File: src/rtl/ic_mod_counter.sv
// ic_mod_counter: synchronous modulo-N up/down counter with parallel load,
// 74160-style cep/cet enables, combinational terminal count and a registered
// cascade carry. Instances chain by wiring a lower stage's tc to the next
// stage's cet while sharing cep.

module ic_mod_counter #(
    parameter int WIDTH       = 4,
    parameter int MODULUS     = 10,
    parameter int RESET_VALUE = 0
) (
    input  logic             cp,
    input  logic             mr,
    input  logic             pe_n,
    input  logic [WIDTH-1:0] p,
    input  logic             cep,
    input  logic             cet,
    input  logic             ud,
    output logic [WIDTH-1:0] q,
    output logic             tc,
    output logic             tc_r
);

    // Reject illegal parameter combinations at elaboration.
    if (WIDTH < 1 || WIDTH > 16) begin : g_bad_width
        $error("ic_mod_counter: WIDTH must be in 1..16");
    end
    if (MODULUS < 2 || MODULUS > (1 << WIDTH)) begin : g_bad_modulus
        $error("ic_mod_counter: MODULUS must be in 2..2**WIDTH");
    end
    if (RESET_VALUE < 0 || RESET_VALUE >= MODULUS) begin : g_bad_reset
        $error("ic_mod_counter: RESET_VALUE must be below MODULUS");
    end

    // All arithmetic and compares are done at WIDTH bits; with
    // MODULUS == 2**WIDTH the top state is all ones and the wrap is overflow.
    localparam logic [WIDTH-1:0] MAX_Q = WIDTH'(MODULUS - 1);
    localparam logic [WIDTH-1:0] RST_Q = WIDTH'(RESET_VALUE);
    localparam logic [WIDTH-1:0] ONE   = WIDTH'(1);
    localparam logic [WIDTH-1:0] ZERO  = '0;

    logic [WIDTH-1:0] q_d;
    logic             tc_r_d;
    logic             at_top;
    logic             at_zero;
    logic             out_of_range;

    assign at_top       = (q == MAX_Q);
    assign at_zero      = (q == ZERO);
    assign out_of_range = (q > MAX_Q);

    // Terminal count: gated by cet only, so it ripples through a cascade.
    // An out-of-range q can never equal MAX_Q or zero, so tc stays low there.
    assign tc = cet & (ud ? at_top : at_zero);

    // Next-state selection: load beats count; tc_r only survives a real wrap.
    always_comb begin
        q_d    = q;
        tc_r_d = 1'b0;
        if (!pe_n) begin
            q_d = p;
        end else if (cet && cep) begin
            if (ud) begin
                if (at_top) begin
                    q_d    = ZERO;
                    tc_r_d = 1'b1;
                end else if (out_of_range) begin
                    q_d = ZERO;
                end else begin
                    q_d = q + ONE;
                end
            end else begin
                if (at_zero) begin
                    q_d    = MAX_Q;
                    tc_r_d = 1'b1;
                end else if (out_of_range) begin
                    q_d = MAX_Q;
                end else begin
                    q_d = q - ONE;
                end
            end
        end
    end

    // State register with synchronous master reset taking top priority.
    always_ff @(posedge cp) begin
        if (mr) begin
            q    <= RST_Q;
            tc_r <= 1'b0;
        end else begin
            q    <= q_d;
            tc_r <= tc_r_d;
        end
    end

endmodule

File: config.mk
export PLATFORM = sky130hd
export DESIGN_NAME = ic_mod_counter
export DESIGN_NICKNAME = d
export VERILOG_FILES = /design/src/rtl/ic_mod_counter.sv
export SDC_FILE = /design/constraint.sdc
export NUM_CORES = 1
export LEC_CHECK = 0
export ABC_AREA = 1
export BUFFER_PORTS_ARGS = -buffer_cell sky130_fd_sc_hd__buf_2
export CAP_MARGIN = 20
export CORE_AREA = 2 2 39 41
export CTS_CLUSTER_SIZE = 28
export DETAILED_ROUTE_END_ITERATION = 12
export DIE_AREA = 0 0 41 43
export MAX_ROUTING_LAYER = met4
export PLACE_DENSITY = 0.65
export SLEW_MARGIN = 10
export SYNTH_ARGS = -nofsm -noshare
export SYNTH_HDL_FRONTEND = slang
export SYNTH_SLANG_ARGS = --single-unit
File: constraint.sdc
create_clock -name cp -period 2.7 [get_ports cp]
set_clock_uncertainty 0.2 [all_clocks]
set_input_delay 0 -clock cp [delete_from_list [all_inputs] [get_ports cp]]
set_output_delay 0 -clock cp [all_outputs]
set_load 0.01 [all_outputs]
# ---- Word-level counts from Yosys, hierarchy flattened
# Index checks and enable logic that the tools add are counted.
# Widths: inputs -> output; s select.
dict set report totals {
  ff_bits 5
  in_bits 10
  output_inout_bits 6
  word_cells 24
}
dict set report classes {
  n_addsub 2
  n_lt_le_gt_ge 1
  n_eq_ne 2
  n_mux 11
  bitwise 3
  n_reduce_logical 3
}
# operator count
set ops {}
lappend ops {{$mux 4} 7}
lappend ops {{$add 4x1->4 const B} 1}
lappend ops {{$eq 4x4->1 const B} 1}
lappend ops {{$gt 4x4->1 const B} 1}
lappend ops {{$logic_not 4->1} 1}
lappend ops {{$mux 1} 4}
lappend ops {{$sub 4x1->4 const B} 1}
lappend ops {{$reduce_or 3->1} 1}
lappend ops {{$ne 2x1->1 const B} 1}
lappend ops {{$not 1->1} 2}
lappend ops {{$and 1x1->1} 1}
lappend ops {{$logic_and 1x1->1} 1}

# ---- Longest topological paths before layout
dict set report depth {
  depth_word 6
  mapped_depth 10
  mapped_depth_nobuf 10
}

# ---- Worst setup path before layout
# No wires, ideal clock.
dict set report synth_path {
  path_type {register -> register}
  from {register q[0]}
  to {register q[0]}
  setup_ps 114
  t_arrival_ps 1357
  required_time_ps 2386
  setup_slack_ps 1029
  path_stages_with_launch 9
  path_buffers 0
  period_less_slack_ps 1671
  path_cell_list {dfxtp_1 > inv_1 > ha_1 > a21oi_4 > nor2_2 > a21oi_1 > nand2_1 > nand2_1 > a21oi_2}
}
dict set report synth_between {
  elab_chain_cells 6
  word_cells_on_any_way 12
  cone_classes {add/sub: 2; order compare: 1; eq/ne: 1; mux: 7; reduce/logical: 1}
}
# item line_no
set synth_rtl {}
lappend synth_rtl {{from (decl)} 18} ;# output logic [WIDTH-1:0] q,
lappend synth_rtl {{from (signal assigned)} 90} ;# q <= q_d;
lappend synth_rtl {{$sub 4x1->4, or another cell as far along} 78} ;# q_d = q - ONE;
lappend synth_rtl {{$mux 4, on equally long branches} {75, 66}}
lappend synth_rtl {{$mux 4, on equally long branches} {72, 63}}
lappend synth_rtl {{$mux 4 (*)} 62} ;# if (ud) begin
lappend synth_rtl {{$mux 4 (*)} 61} ;# end else if (cet && cep) begin
lappend synth_rtl {{$mux 4 (*)} 59} ;# if (!pe_n) begin
# Mark *: on every way between the ends. The rest lies on a longest branch, timed or not. The select of a mux whose other input is x is not followed.
# A chain may end at the register's enable or synchronous reset.

# ---- Worst setup path in the final report
dict set report layout_path {
  from {input cep}
  to {register q[0]}
}
dict set report layout_between {
  elab_chain_cells 2
}
# item line_no
set layout_rtl {}
lappend layout_rtl {{from (decl)} 15} ;# input logic cep,
lappend layout_rtl {{$logic_and 1x1->1} 61}
lappend layout_rtl {{$ne 2x1->1 (no line)} -}
# Every way passes these cells.

==> flow_summary.yaml <==
outcome:
  status: "completed"
detailed_routing:
  drcViolationCount: 0
  avgViaCountPerCell: 4.70
  ant_nets: 0
  drtPass1Iterations: 5
  drt_iter0_drc: 11
  routedWlPerCell_um: 11.1
  num_vias: 574
  wirelength_um: 1350
power:
  ir_drop_mv: 0.278
  totalPowerFinal_mw: 0.282
  cellLeakagePower_nw: 0.360
  power_per_cell_area_mw_per_mm2: 399
logic_synthesis:
  synth_top_area_share_pct: 21.5
  netlist_area_um2: 465
  syn_inst: 75
  ys_top_cells_by_area: "dfxtp_1 22%, nand2_1 17%, nand3_1 9.7%, ha_1 8.1%, nor2_1 6.5%"
  syn_area_per_cell_um2: 6.21
  synthTopCellsByCount: "21 x nand2_1, 9 x nand3_1, 8 x nor2_1"
  synth_area_leader_cell: "dfxtp_1"
  synth_nets: 88
  synth.most_common_cell: "nand2_1"
  ys_seq_area_share_pct: 21.5
  synthArstFlopShare_pct: 0
  ys.flop_type: "dfxtp_1"
  ys_seq_elements: 5
  synth.distinct_cells: 19
  synth-edff-count: 0
  ys_warn_count: 0
grt:
  grt_use_total_pct: 19.0
  grt_pass1_wl_um: 2210
  grt_max_degree: 9
  grt.overflow.total: 0
  grt_pass1_vias: 547
  antenna_found_initial: 0
sta:
  fin_crit_ns: 2.37
  setup_viol: 0
  period_share_pct: 87.7
  slew-limit-headroom_pct: 80.8
  worst_slack_ns: 0.331
  hold_ws_ns: 0.111
  worstMarginPinSlew_ns: 0.288
  hold_viol: 0
  rsz0062_at_grt: "false"
  drv_slew: 0
  max_freq_ghz: 0.422
  tns_ns: 0
floorplanning:
  die_y_um: 43
  ioPinCount: 16
  initial_core_util_pct: 33.6
  core_mm2: 0.00138
  rows: 14
  dieArea_mm2: 0.00176
  dieWidth_um: 41
clocking:
  cts_resized: 0
  clockBufferDepth: 2
  cts-root-buf: "clkbuf_4"
  tritoncts: "built"
  cts-htree-levels: 1
  clk_latency_ns: 0.25
  clk_pin_slew_ns: 0.05
  numCtsBuffers: 3
  cts.sinks: 5
finish:
  final_layout_size_suffix_gt1_share_pct: 26.4
  multi_input_area_um2: 332
  antenna_cells: 0
  area_growth_pct: 51.9
  register_area_um2: 100
  num-fill-cells: 146
  final_nets: 120
placed_design:
  place_hpwl_um: 902
  globalplace.congestion: 0.794
  io_buffers: 15
  pre_cts_ws_ns: 0.948
critical_path:
  worstPathRequired_ns: 2.68
  cp_max_fo: 4
  crit_arrival_ns: 2.35
  criticalPathCategory: "in -> reg"
  rrSetupSlack_ns: 0.36
  startpoint_type: "input port"
  end_kind: "flop"
job:
  cap_violations: 0
hold_path:
  hp-class: "in -> out"
[cell families after synthesis]
group | count (synthesis) | synth area share, %
adders and majority gates | 3 | 8.07
buffers and inverters | 9 | 7.26
and+or+nand+nor | 44 | 41.9
DFF | 5 | 21.5
xor gates and xnor gates | 1 | 1.88
AOI/OAI and AO/OA | 13 | 19.4
[registers in the layout (all words and copies together), names as in the netlist]
register and cells:
tc_r 1, q 4
[timing repair]
item                      CTS  global route
setup buffers               0             0
hold endpoints to repair    5             0
hold buffers               12             0
[layout by cell type (no fill, tap or decap), types with 2 or more instances in the layout]
master / netlist / final
o21ai_1: 2 / 2
buf_2: 0 / 15
inv_1: 7 / 7
dlygate4sd3_1: 0 / 12
dfxtp_1: 5 / 5
nand2_2: 2 / 2
ha_1: 3 / 3
o21ai_0: 2 / 2
clkbuf_4: 0 / 3
a21oi_2: 3 / 3
a21oi_1: 4 / 4
inv_2: 2 / 2
nand2_1: 21 / 21
nor2_1: 8 / 8
nand3_1: 9 / 9
[per-layer routing]
layer  GRT usage, %  vias up  part of all wire, %
met2           31.6       20                   51
met3           6.28        2                  6.2
met4           5.33        0                 0.59
li1               -      309                    -
met1           20.4      243                   42
met5              -        -                    0
[final cells by class]
cell class | count | area share, %
Multi-Input combinational cell | 61 | 46.9
Inverter | 9 | 4.78
Clock buffer | 4 | 3.72
Tap cell | 16 | 2.83
Timing Repair Buffer | 27 | 27.6
Sequential cell | 5 | 14.2
[final timing paths]
| path | startpoint | cells after the start | endpoint |
|---|---|---|---|
| hold reg to reg | q[0] | 2 | q[0] |
| setup reg to reg | q[0] | 8 | q[2] |
| hold / removal | cet | 4 | tc |
| setup / recovery | cep | 10 | q[0] |
[per-stage QoR]
step	instances	utilization [%]	instance area [µm²]
2_1_floorplan	75	-	465
3_3_place_gp	106	40.5	561
3_5_place_dp	106	40.5	561
4_1_cts	122	51.1	707
5_1_grt	122	51.1	707
6_report	122	51.1	707
[critical path: stages]
cell and delay, ns:
dlygate4sd3_1 0.51, buf_2 0.10, nand2_1 0.04, dlygate4sd3_1 0.56, nand2_1 0.16, inv_1 0.11, nor2_1 0.10, nand2_1 0.06
dlygate4sd3_1 0.58, a21oi_2 0.12
[report_power, final]
| part | total, mW | switching [mW] | internal [mW] |
|---|---|---|---|
| Sequential | 0.0895 | 0.0101 | 0.0794 |
| Clock | 0.0896 | 0.0336 | 0.0561 |
| Combinational | 0.103 | 0.0561 | 0.0469 |
| Total | 0.282 | 0.0998 | 0.182 |
Power figures use the tool's default switching activity.
